==> config.mk <==
export PLATFORM = sky130hd
export DESIGN_NAME = count_avg_bcd
export DESIGN_NICKNAME = d
export VERILOG_FILES = /design/src/rtl/count_avg_bcd.sv
export SDC_FILE = /design/constraint.sdc
export NUM_CORES = 1
export LEC_CHECK = 0
export ABC_CLOCK_PERIOD_IN_PS = 5600
export BUFFER_PORTS_ARGS = -buffer_cell sky130_fd_sc_hd__buf_4
export CAP_MARGIN = 20
export CORE_ASPECT_RATIO = 0.75
export CORE_MARGIN = 2
export CORE_UTILIZATION = 40
export CTS_CLUSTER_SIZE = 30
export DETAILED_ROUTE_END_ITERATION = 7
export PLACE_DENSITY = 0.55
export SYNTH_ARGS = -nofsm -noshare
export SYNTH_HDL_FRONTEND = slang
export SYNTH_SLANG_ARGS = --single-unit
==> constraint.sdc <==
create_clock -name CLK -period 5.6 [get_ports CLK]
set_clock_uncertainty 0.05 [all_clocks]
set_input_delay 0.56 -clock CLK [delete_from_list [all_inputs] [get_ports CLK]]
set_output_delay 0.56 -clock CLK [all_outputs]
set_load 0.1 [all_outputs]
==> src/rtl/count_avg_bcd.sv <==
// count_avg_bcd: averages 2^AVG_LOG2 window counts and converts
// the truncated average to 5-digit packed BCD with a serial double-dabble.
module count_avg_bcd #(
  parameter int AVG_LOG2 = 2
) (
  input  logic        CLK,
  input  logic        RSTN,
  input  logic [15:0] DIN,
  input  logic        STB,
  output logic [19:0] BCD_OUT,
  output logic        VALID,
  input  logic        READY,
  output logic        BUSY,
  output logic        DROP
);

  localparam int AW = 16 + AVG_LOG2;
  localparam int CW = (AVG_LOG2 > 0) ? AVG_LOG2 : 1;
  localparam int NS = 1 << AVG_LOG2;
  localparam logic [CW-1:0] LAST = CW'(NS - 1);

  typedef enum logic [1:0] {
    IDLE,
    SHIFT,
    DONE
  } state_e;

  state_e        state_q, state_d;
  logic [AW-1:0] acc_q, acc_d;
  logic [CW-1:0] cnt_q, cnt_d;
  logic [35:0]   sr_q, sr_d, sr_adj;
  logic [3:0]    bit_q, bit_d;
  logic [19:0]   bcd_q, bcd_d;
  logic          drop_q, drop_d;

  logic [AW-1:0] sum;
  logic [AW-1:0] shr;
  logic [15:0]   avg;
  logic          complete;
  logic          xfer;
  logic          accept;

  assign sum      = acc_q + AW'(DIN);
  assign shr      = sum >> AVG_LOG2;
  assign avg      = shr[15:0];
  assign complete = STB && (cnt_q == LAST);
  assign xfer     = (state_q == DONE) && READY;
  assign accept   = complete && ((state_q == IDLE) || xfer);

  // Window accumulation, independent of the converter
  always_comb begin
    acc_d = acc_q;
    cnt_d = cnt_q;
    if (STB) begin
      if (complete) begin
        acc_d = '0;
        cnt_d = '0;
      end else begin
        acc_d = sum;
        cnt_d = cnt_q + CW'(1);
      end
    end
  end

  // Add-3 correction on every BCD nibble that is 5 or more
  always_comb begin
    sr_adj = sr_q;
    for (int i = 0; i < 5; i++) begin
      if (sr_q[16+4*i +: 4] >= 4'd5)
        sr_adj[16+4*i +: 4] = sr_q[16+4*i +: 4] + 4'd3;
    end
  end

  // Converter next state, result load and drop detection
  always_comb begin
    state_d = state_q;
    sr_d    = sr_q;
    bit_d   = bit_q;
    bcd_d   = bcd_q;
    drop_d  = complete && !accept;
    unique case (state_q)
      IDLE: ;
      SHIFT: begin
        sr_d  = sr_adj << 1;
        bit_d = bit_q + 4'd1;
        if (bit_q == 4'd15) begin
          bcd_d   = sr_d[35:16];
          state_d = DONE;
        end
      end
      DONE: begin
        if (READY)
          state_d = IDLE;
      end
      default: state_d = IDLE;
    endcase
    if (accept) begin
      sr_d    = {20'b0, avg};
      bit_d   = 4'd0;
      state_d = SHIFT;
    end
  end

  // State registers with synchronous active-low reset
  always_ff @(posedge CLK) begin
    if (!RSTN) begin
      state_q <= IDLE;
      acc_q   <= '0;
      cnt_q   <= '0;
      sr_q    <= '0;
      bit_q   <= '0;
      bcd_q   <= '0;
      drop_q  <= 1'b0;
    end else begin
      state_q <= state_d;
      acc_q   <= acc_d;
      cnt_q   <= cnt_d;
      sr_q    <= sr_d;
      bit_q   <= bit_d;
      bcd_q   <= bcd_d;
      drop_q  <= drop_d;
    end
  end

  assign BCD_OUT = bcd_q;
  assign VALID   = (state_q == DONE);
  assign BUSY    = (state_q == SHIFT);
  assign DROP    = drop_q;

endmodule
==> Yosys cells after proc, flatten, opt, wreduce, memory -nomap -nowiden <==
Cells that the tools add are included.
{ "totals": {"out_inout_bits": 23, "elab_cells": 58, "in_bits": 20, "register_bits": 83} }
{ "classes": {"eq_ne": 9, "muxes": 13, "add_sub_neg": 8, "n_bitwise": 2, "n_lt_le_gt_ge": 5, "reduce_logical": 12} }
{ "ops": {"columns": ["op", "n"], "rows": [
  ["$mux W16", 2],
  ["$ge A4 B3 Y1 const B", 5],
  ["$add A18 B16 Y18", 1],
  ["$mux W18", 1],
  ["$add A4 B2 Y4 const B", 4],
  ["$mux W4", 4],
  ["$mux W2", 3],
  ["$ne A3 B1 Y1 const B", 2],
  ["$pmux W2 S3", 1],
  ["$reduce_and A3 Y1", 2],
  ["$add A4 B1 Y4 const B", 1],
  ["$eq A2 B2 Y1 const B", 2],
  ["$eq A4 B4 Y1 const B", 1],
  ["$logic_and A1 B1 Y1", 4],
  ["$ne A2 B1 Y1 const B", 2],
  ["$add A3 B2 Y3 const B", 1],
  ["$mux W3", 1],
  ["$add A2 B1 Y2 const B", 1],
  ["$eq A2 B1 Y1 const B", 1],
  ["$logic_not A2 Y1", 1],
  ["$ne A2 B2 Y1 const B", 1],
  ["$not A1 Y1", 2],
  ["$reduce_and A2 Y1", 1],
  ["$reduce_bool A2 Y1", 1],
  ["other kinds (4)", 4]
]} }

==> Logic depth before layout (Yosys ltp) <==
Gate-level depths: netlist of the first run.
{ "depth": {"ltp_word": 6, "ltp_mapped": 9, "ltp_nobuf": 7} }

==> Worst setup path before layout of the first run <==
Ideal clock, no wire load.
{ "synth_timing": {"kind": "input to register", "startpoint": "input port DIN[0]", "endpoint": "register acc_q[16]", "cell_stages": 7, "setup_ns": 0.120, "arrival_time_ns": 2.227, "required_ns": 5.430, "path_buffers": 0, "setup_slack_ns": 3.203, "path_cell_list": "ha_1 -> fa_1 -> a211oi_2 -> nor3_2 -> o211ai_1 -> a211oi_1 -> o31a_1"} }
{ "synth_via": {"elab_chain_len": 2} }
{ "synth_rtl": {"columns": ["item", "line", "rtl"], "rows": [
  ["from (decl)", "8", "input logic [15:0] DIN,"],
  ["$add A18 B16 Y18", "43", "assign sum = acc_q + AW'(DIN);"],
  ["$mux W18", "55", "if (complete) begin"],
  ["to (signal assigned)", "108", "acc_q <= '0;"],
  ["to (signal assigned)", "116", "acc_q <= acc_d;"],
  ["to (decl)", "29", "logic [AW-1:0] acc_q, acc_d;"]
]} }
No other way between the ends.
A chain may end at the register's enable or synchronous reset.

==> Worst setup path in the final report of the first run <==
{ "layout_timing": {"startpoint": "register state_q[0]", "endpoint": "output port BUSY"} }
{ "layout_via": {"elab_chain_len": 1} }
{ "layout_rtl": {"columns": ["item", "line", "rtl"], "rows": [
  ["from (decl)", "28", "state_e state_q, state_d;"],
  ["from (signal assigned)", "115", "state_q <= state_d;"],
  ["$eq A2 B1 Y1", "127", "assign BUSY = (state_q == SHIFT);"],
  ["to (decl)", "13", "output logic BUSY,"]
]} }
No other way between the ends.

==> metrics.txt, run 1 <==
status complete, no violations; most frequent cell after synthesis nand2_1; Post-synth EDFFs 0; Crit. End Element output port; Starting Density 41.2%; initial antenna violation count 0; Peak VDD IR 0.156 mV; Post-synth ARST share 0%; vias in the first global route 3,983; # clock sinks 83; Hold Buf Count CTS 0; number of remaining DRC errors 0; maxcap violations 0; ys flop type dfxtp_1; I/O Pins 43; total power 1480 uW; GRT overflow 0; slew margin rel. 34.9%; Crit Path Category reg2out; Die W 130 um; Synth-to-Final Area Change 14.1%; router iterations before antenna repair 4; CP Launch Type flop; finished layout cell area 5460 um2; Setup WS post-layout 2.93 ns; Routed Wire Length 11.7 mm; unique cell type count in the Yosys netlist 55; Worst Max-Slew Pin Slew 0.974 ns; Placer Congestion 0.834; worst hold path type reg2reg; Syn Inst Count 591; Post-Place Worst Slack 2.93 ns; Die Y 98.7 um; Yosys reg bits 83; min Tclk post-route 2.67 ns; Setup violations, final 0; Root Driver clkbuf_16; Tcrit/Tclk final 47.6%; Worst EP arrival 2.06 ns; number of inserted diodes 0; core area 11,600 um2; fin. max-slew vios 0; Vias 4,217; Seq/Total Area, Yosys 34.7%; top post-synthesis cells by area dfxtp_1, nand2_1, ha_1, a21oi_1, o21ai_0; placed wire-length estimate 8.05 mm; Worst EP required 4.99 ns; Post-CTS Setup Repair Bufs 0; Post-DP Area 5180 um2; worst hold slack 0.411 ns; crit-path max FO 41; clock buffer depth 2; post-synth top area cell dfxtp_1; CTS tree done; Power Density 271 nW/um2; Vias per Instance 5.41; Max H-tree Level 3; cell area after synthesis 4790 um2; post-DR wirelength/cell 15.0 um; Initial DRC Count 288; Final ANT Viol Nets 0; RSZ-0062 raised after global routing false; Avg Inst Size Synth 8.10 um2; most frequent cells after synthesis nand2_1, dfxtp_1, a21oi_1; input/output buffers 42; Synth top area share 34.7%; first-pass GRT wire length 19.7 mm; GRT Util Overall 19.2%; post-CTS sizing 0; row cnt 34; CTS buffer count 9; Clock Pin Slew Worst Setup and Hold Paths 0.07 ns; fmax 375 MHz; setup TNS 0 ns; clock latency on the worst-skew pair 0.34 ns; Lkg Pwr 0.00220 uW; share of cells above drive strength 1 12.5%; Final nets 661; Hold Violations, Final 0; syn_nets 640; largest net degree at the start of global routing 61; Yosys warning count 0; # fillers 1,168; die area 12,900 um2
logic make-up (layout without fill, tap and decap cells):
group                      after synthesis  after routing  share of synthesized area [%]
buffers and inverters                   51             77                           4.42
muxes                                    9              9                           1.88
DFF                                     83             83                           34.7
xor gates and xnor gates                16             16                           2.93
and+or+nand+nor                        232            232                           24.2
adders and majority gates               29             29                           7.74
AOI/OAI and AO/OA                      171            171                           24.1
area by class of cell:
type	instances	area (um2)	area share, %
clock buffers	12	256	4.70
clock inverters	4	25.0	0.458
well taps	162	203	3.71
multi-input cells	457	2920	53.4
inverters	16	60.1	1.10
flip-flops and latches	83	1660	30.4
repair buffers	45	338	6.19
registers in the layout, summed over array words and instances (netlist names):
signal / cells
sr_q: 36
bit_q: 4
DROP: 1
state_q: 2
cnt_q: 2
acc_q: 18
BCD_OUT: 20
cells in the final DEF (no fill, tap or decap), types with 9 or more instances in the layout:
| cell type | synthesis | final |
|---|---|---|
| nor2b_1 | 11 | 11 |
| inv_1 | 15 | 15 |
| dfxtp_1 | 83 | 83 |
| o21ai_0 | 28 | 28 |
| a211oi_1 | 11 | 11 |
| a21boi_0 | 14 | 14 |
| ha_1 | 28 | 28 |
| xnor2_1 | 10 | 10 |
| nand2b_1 | 9 | 9 |
| clkbuf_16 | 0 | 9 |
| nor2_1 | 23 | 23 |
| mux2i_1 | 9 | 9 |
| a21oi_1 | 61 | 61 |
| and3_1 | 11 | 11 |
| nand2_1 | 103 | 103 |
| buf_4 | 0 | 45 |
| nand3_1 | 26 | 26 |
| nand3b_1 | 17 | 17 |
final timing paths:
kind / startpoint / end / slack, ns / cells past startpoint
max reg2reg: state_q[0] / BCD_OUT[19] / 2.99 / 6
min: sr_q[33] / sr_q[33] / 0.41 / 2
max: state_q[0] / BUSY / 2.93 / 4
min reg2reg: sr_q[33] / sr_q[33] / 0.41 / 2
metrics by stage:
step,util (%),instances
2_1_floorplan,-,591
3_3_place_gp,44.6,763
3_5_place_dp,44.6,763
4_1_cts,47.0,779
5_1_grt,47.0,779
6_report,47.0,779
report_power, final:
part,total (uW),internal [uW],switching [uW]
Clock,566,323,242
Sequential,635,616,19.7
Combinational,281,110,171
metal layers:
| metal | global-route usage (%) | share of wire, % | vias to the layer above |
|---|---|---|---|
| met5 | 0 | 0 | - |
| met4 | 4.63 | 0.88 | 0 |
| met3 | 4.23 | 4.0 | 7 |
| met2 | 28.0 | 41 | 76 |
| met1 | 28.7 | 54 | 1990 |
| li1 | - | - | 2144 |
critical path, cell delays in order, from the launching register on:
cell,delay [ns]
dfxtp_1,0.40
nand2b_1,0.08
buf_4,0.27
inv_2,0.53
buf_4,0.41
Power figures use the tool's default switching activity.
==> run 2, diff against run 1 <==
Settings changed: ABC_CLOCK_PERIOD_IN_PS 5600 to 2700.
Clock period 5.6 ns to 2.7 ns, I/O delays scaled along.
==> run 2 against run 1 <==
  * Global-route usage up 0.075 points
  * Routed wire length up 3.0%
  * Total power up 120%
  * Cell count up 1.0%
  * Combinational power up 110%
  * Core utilization up 0.72 points
  * Clock power up 130%
  * Critical path depth up 1
  * First-iteration DRC count down 10%
==> metrics.txt, run 2 (synthesis gave the netlist of run 1 again) <==
status complete, no violations (unchanged); GRT overflow 0 (unchanged); Setup violations, final 0 (unchanged); slew margin rel. 49.6% (was 34.9%); number of remaining DRC errors 0 (unchanged); Crit Path Category reg2reg (was reg2out); CTS buffer count 9 (unchanged); fmax 425 MHz; Crit path max-delay family simple AND/OR/NAND/NOR gates (was buffers and inverters); Synth-to-Final Area Change 15.9% (was 14.1%); min Tclk post-route 2.35 ns; Worst Max-Slew Pin Slew 0.757 ns (was 0.974 ns); Worst EP arrival 2.53 ns (was 2.06 ns); share of cells above drive strength 1 13.6% (was 12.5%); RSZ-0062 raised after global routing false (unchanged); input/output buffers 42 (unchanged); cell count after placement 771 (was 763); commonest cells after routing, fill and taps aside nand2_1, dfxtp_1, a21oi_1 (unchanged); fin util 47.7% (was 47.0%); Post-Route M1 WL 6.36 mm (was 6.26 mm); worst hold path type in2reg (was reg2reg); crit-path max FO 20 (was 41); final std cells w/o fill 787 (was 779); Worst EP required 2.88 ns (was 4.99 ns); CP Buf/Inv Count 0 (was 3); clock buffer depth 2 (unchanged); CTS tree done (unchanged); Crit. End Element flop (was output port); Lkg Pwr 0.00225 uW (was 0.00220 uW); Clock Pin Slew Worst Setup and Hold Paths 0.06 ns (was 0.07 ns); Final ANT Viol Nets 0 (unchanged); Placer Congestion 0.833 (was 0.834); placed wire-length estimate 8.35 mm (was 8.05 mm); maxcap violations 0 (unchanged); Largest register FFs 36 (unchanged); Max Used Layer met4 (unchanged); Post-CTS Setup Repair Bufs 0 (unchanged); slowest CP cell or3_1 (was inv_2); post-CTS sizing 0 (unchanged); Vias per Instance 5.46 (was 5.41); worst hold slack 0.209 ns (was 0.411 ns); number of inserted diodes 0 (unchanged); router iterations before antenna repair 5 (was 4); most common cell after layout, fill and taps aside nand2_1 (unchanged); fin. max-slew vios 0 (unchanged); met2 WL post-DR 5.02 mm (was 4.82 mm); FF/Latch Area 1660 um2 (unchanged); post-DR wirelength/cell 15.3 um (was 15.0 um); # fillers 1,139 (was 1,168); Root Driver clkbuf_16 (unchanged); Die Y 98.7 um (unchanged); die area 12,900 um2 (unchanged); largest register by flop count sr_q (unchanged); CP Launch Type flop (unchanged); first-pass GRT wire length 19.7 mm (unchanged); setup TNS 0 ns (unchanged); vias in the first global route 3,936 (was 3,983); core area 11,600 um2 (unchanged); initial antenna violation count 0 (unchanged); largest net degree at the start of global routing 41 (was 61); # clock sinks 83 (unchanged); Tcrit/Tclk final 87.1%; Setup WS post-layout 0.350 ns (was 2.93 ns); Max H-tree Level 3 (unchanged); clock latency on the worst-skew pair 0.34 ns (about the same); CP Cell Sequence ha_1, nand2_1, or3_1, and3_1, a2111oi_2 (was nand2b_1, buf_4, inv_2, buf_4); row cnt 34 (unchanged); met3 wire length 477 um (was 471 um); Routed Wire Length 12.0 mm (was 11.7 mm); Post-Place Worst Slack 0.269 ns (was 2.93 ns); GRT Util Overall 19.3% (was 19.2%); Hold Buf Count CTS 0 (unchanged); Initial DRC Count 259 (was 288); largest stage delay on the critical path 0.69 ns (was 0.53 ns); Power Density 575 nW/um2 (was 271 nW/um2); Hold Violations, Final 0 (unchanged); Peak VDD IR 0.284 mV (was 0.156 mV); Die W 130 um (unchanged); Vias 4,300 (was 4,217); Starting Density 41.2% (unchanged); Final nets 669 (was 661); I/O Pins 43 (unchanged); Multi-input gate area 2920 um2 (unchanged)
run 2: changes by cell type in the layout (fill, tap and decap cells not counted):
cell,previous run,this run
buf_4,45,53
bufinv_16,0,1
clkbuf_8,2,1
clkinv_2,2,0
clkinv_4,0,2
run 2: where the power goes:
part / leakage [uW] / switching, uW / internal, uW / total [uW]
logic: 0.00143 / 360 / 234 / 594
registers: 0.000672 / 42.3 / 1280 / 1320
clock network: 0.000142 / 532 / 746 / 1280
run 2: path summary, 6_finish.rpt:
check,slack [ns],end,cells after the start,startpoint
setup / recovery,0.35,sr_q[10],5,cnt_q[0]
setup reg to reg,0.35,sr_q[10],5,cnt_q[0]
hold / removal,0.21,state_q[1],4,READY
hold reg to reg,0.41,sr_q[33],2,sr_q[33]
run 2: through the flow:
| step | power [uW] | area, um2 |
|---|---|---|
| floorplan | 1780 | 4790 |
| finish | 3190 | 5550 |
| global placement | 1920 | 5240 |
| detailed placement | 1930 | 5240 |
| CTS | 3220 | 5550 |
| global route | 3360 | 5550 |
run 2: area by class of cell:
type,count,share of cell area [%]
inverters,16,1.08
flip-flops and latches,83,30.0
well taps,162,3.66
clock inverters,5,1.13
clock buffers,11,4.38
multi-input cells,457,52.6
repair buffers,53,7.18
run 2: routing by layer:
metal | track usage (%) | vias to the layer above
li1 | - | 2162
met1 | 29.6 | 2033
met2 | 27.4 | 92
met3 | 3.80 | 13
met4 | 4.80 | 0
met5 | 0 | -
run 2: worst register-to-register path, delay by kind of cell (launching register included):
family	cells	cell delay (ns)
fa+ha+maj	1	0.38
compound gates	1	0.33
simple gates	3	1.12
flops	1	0.36
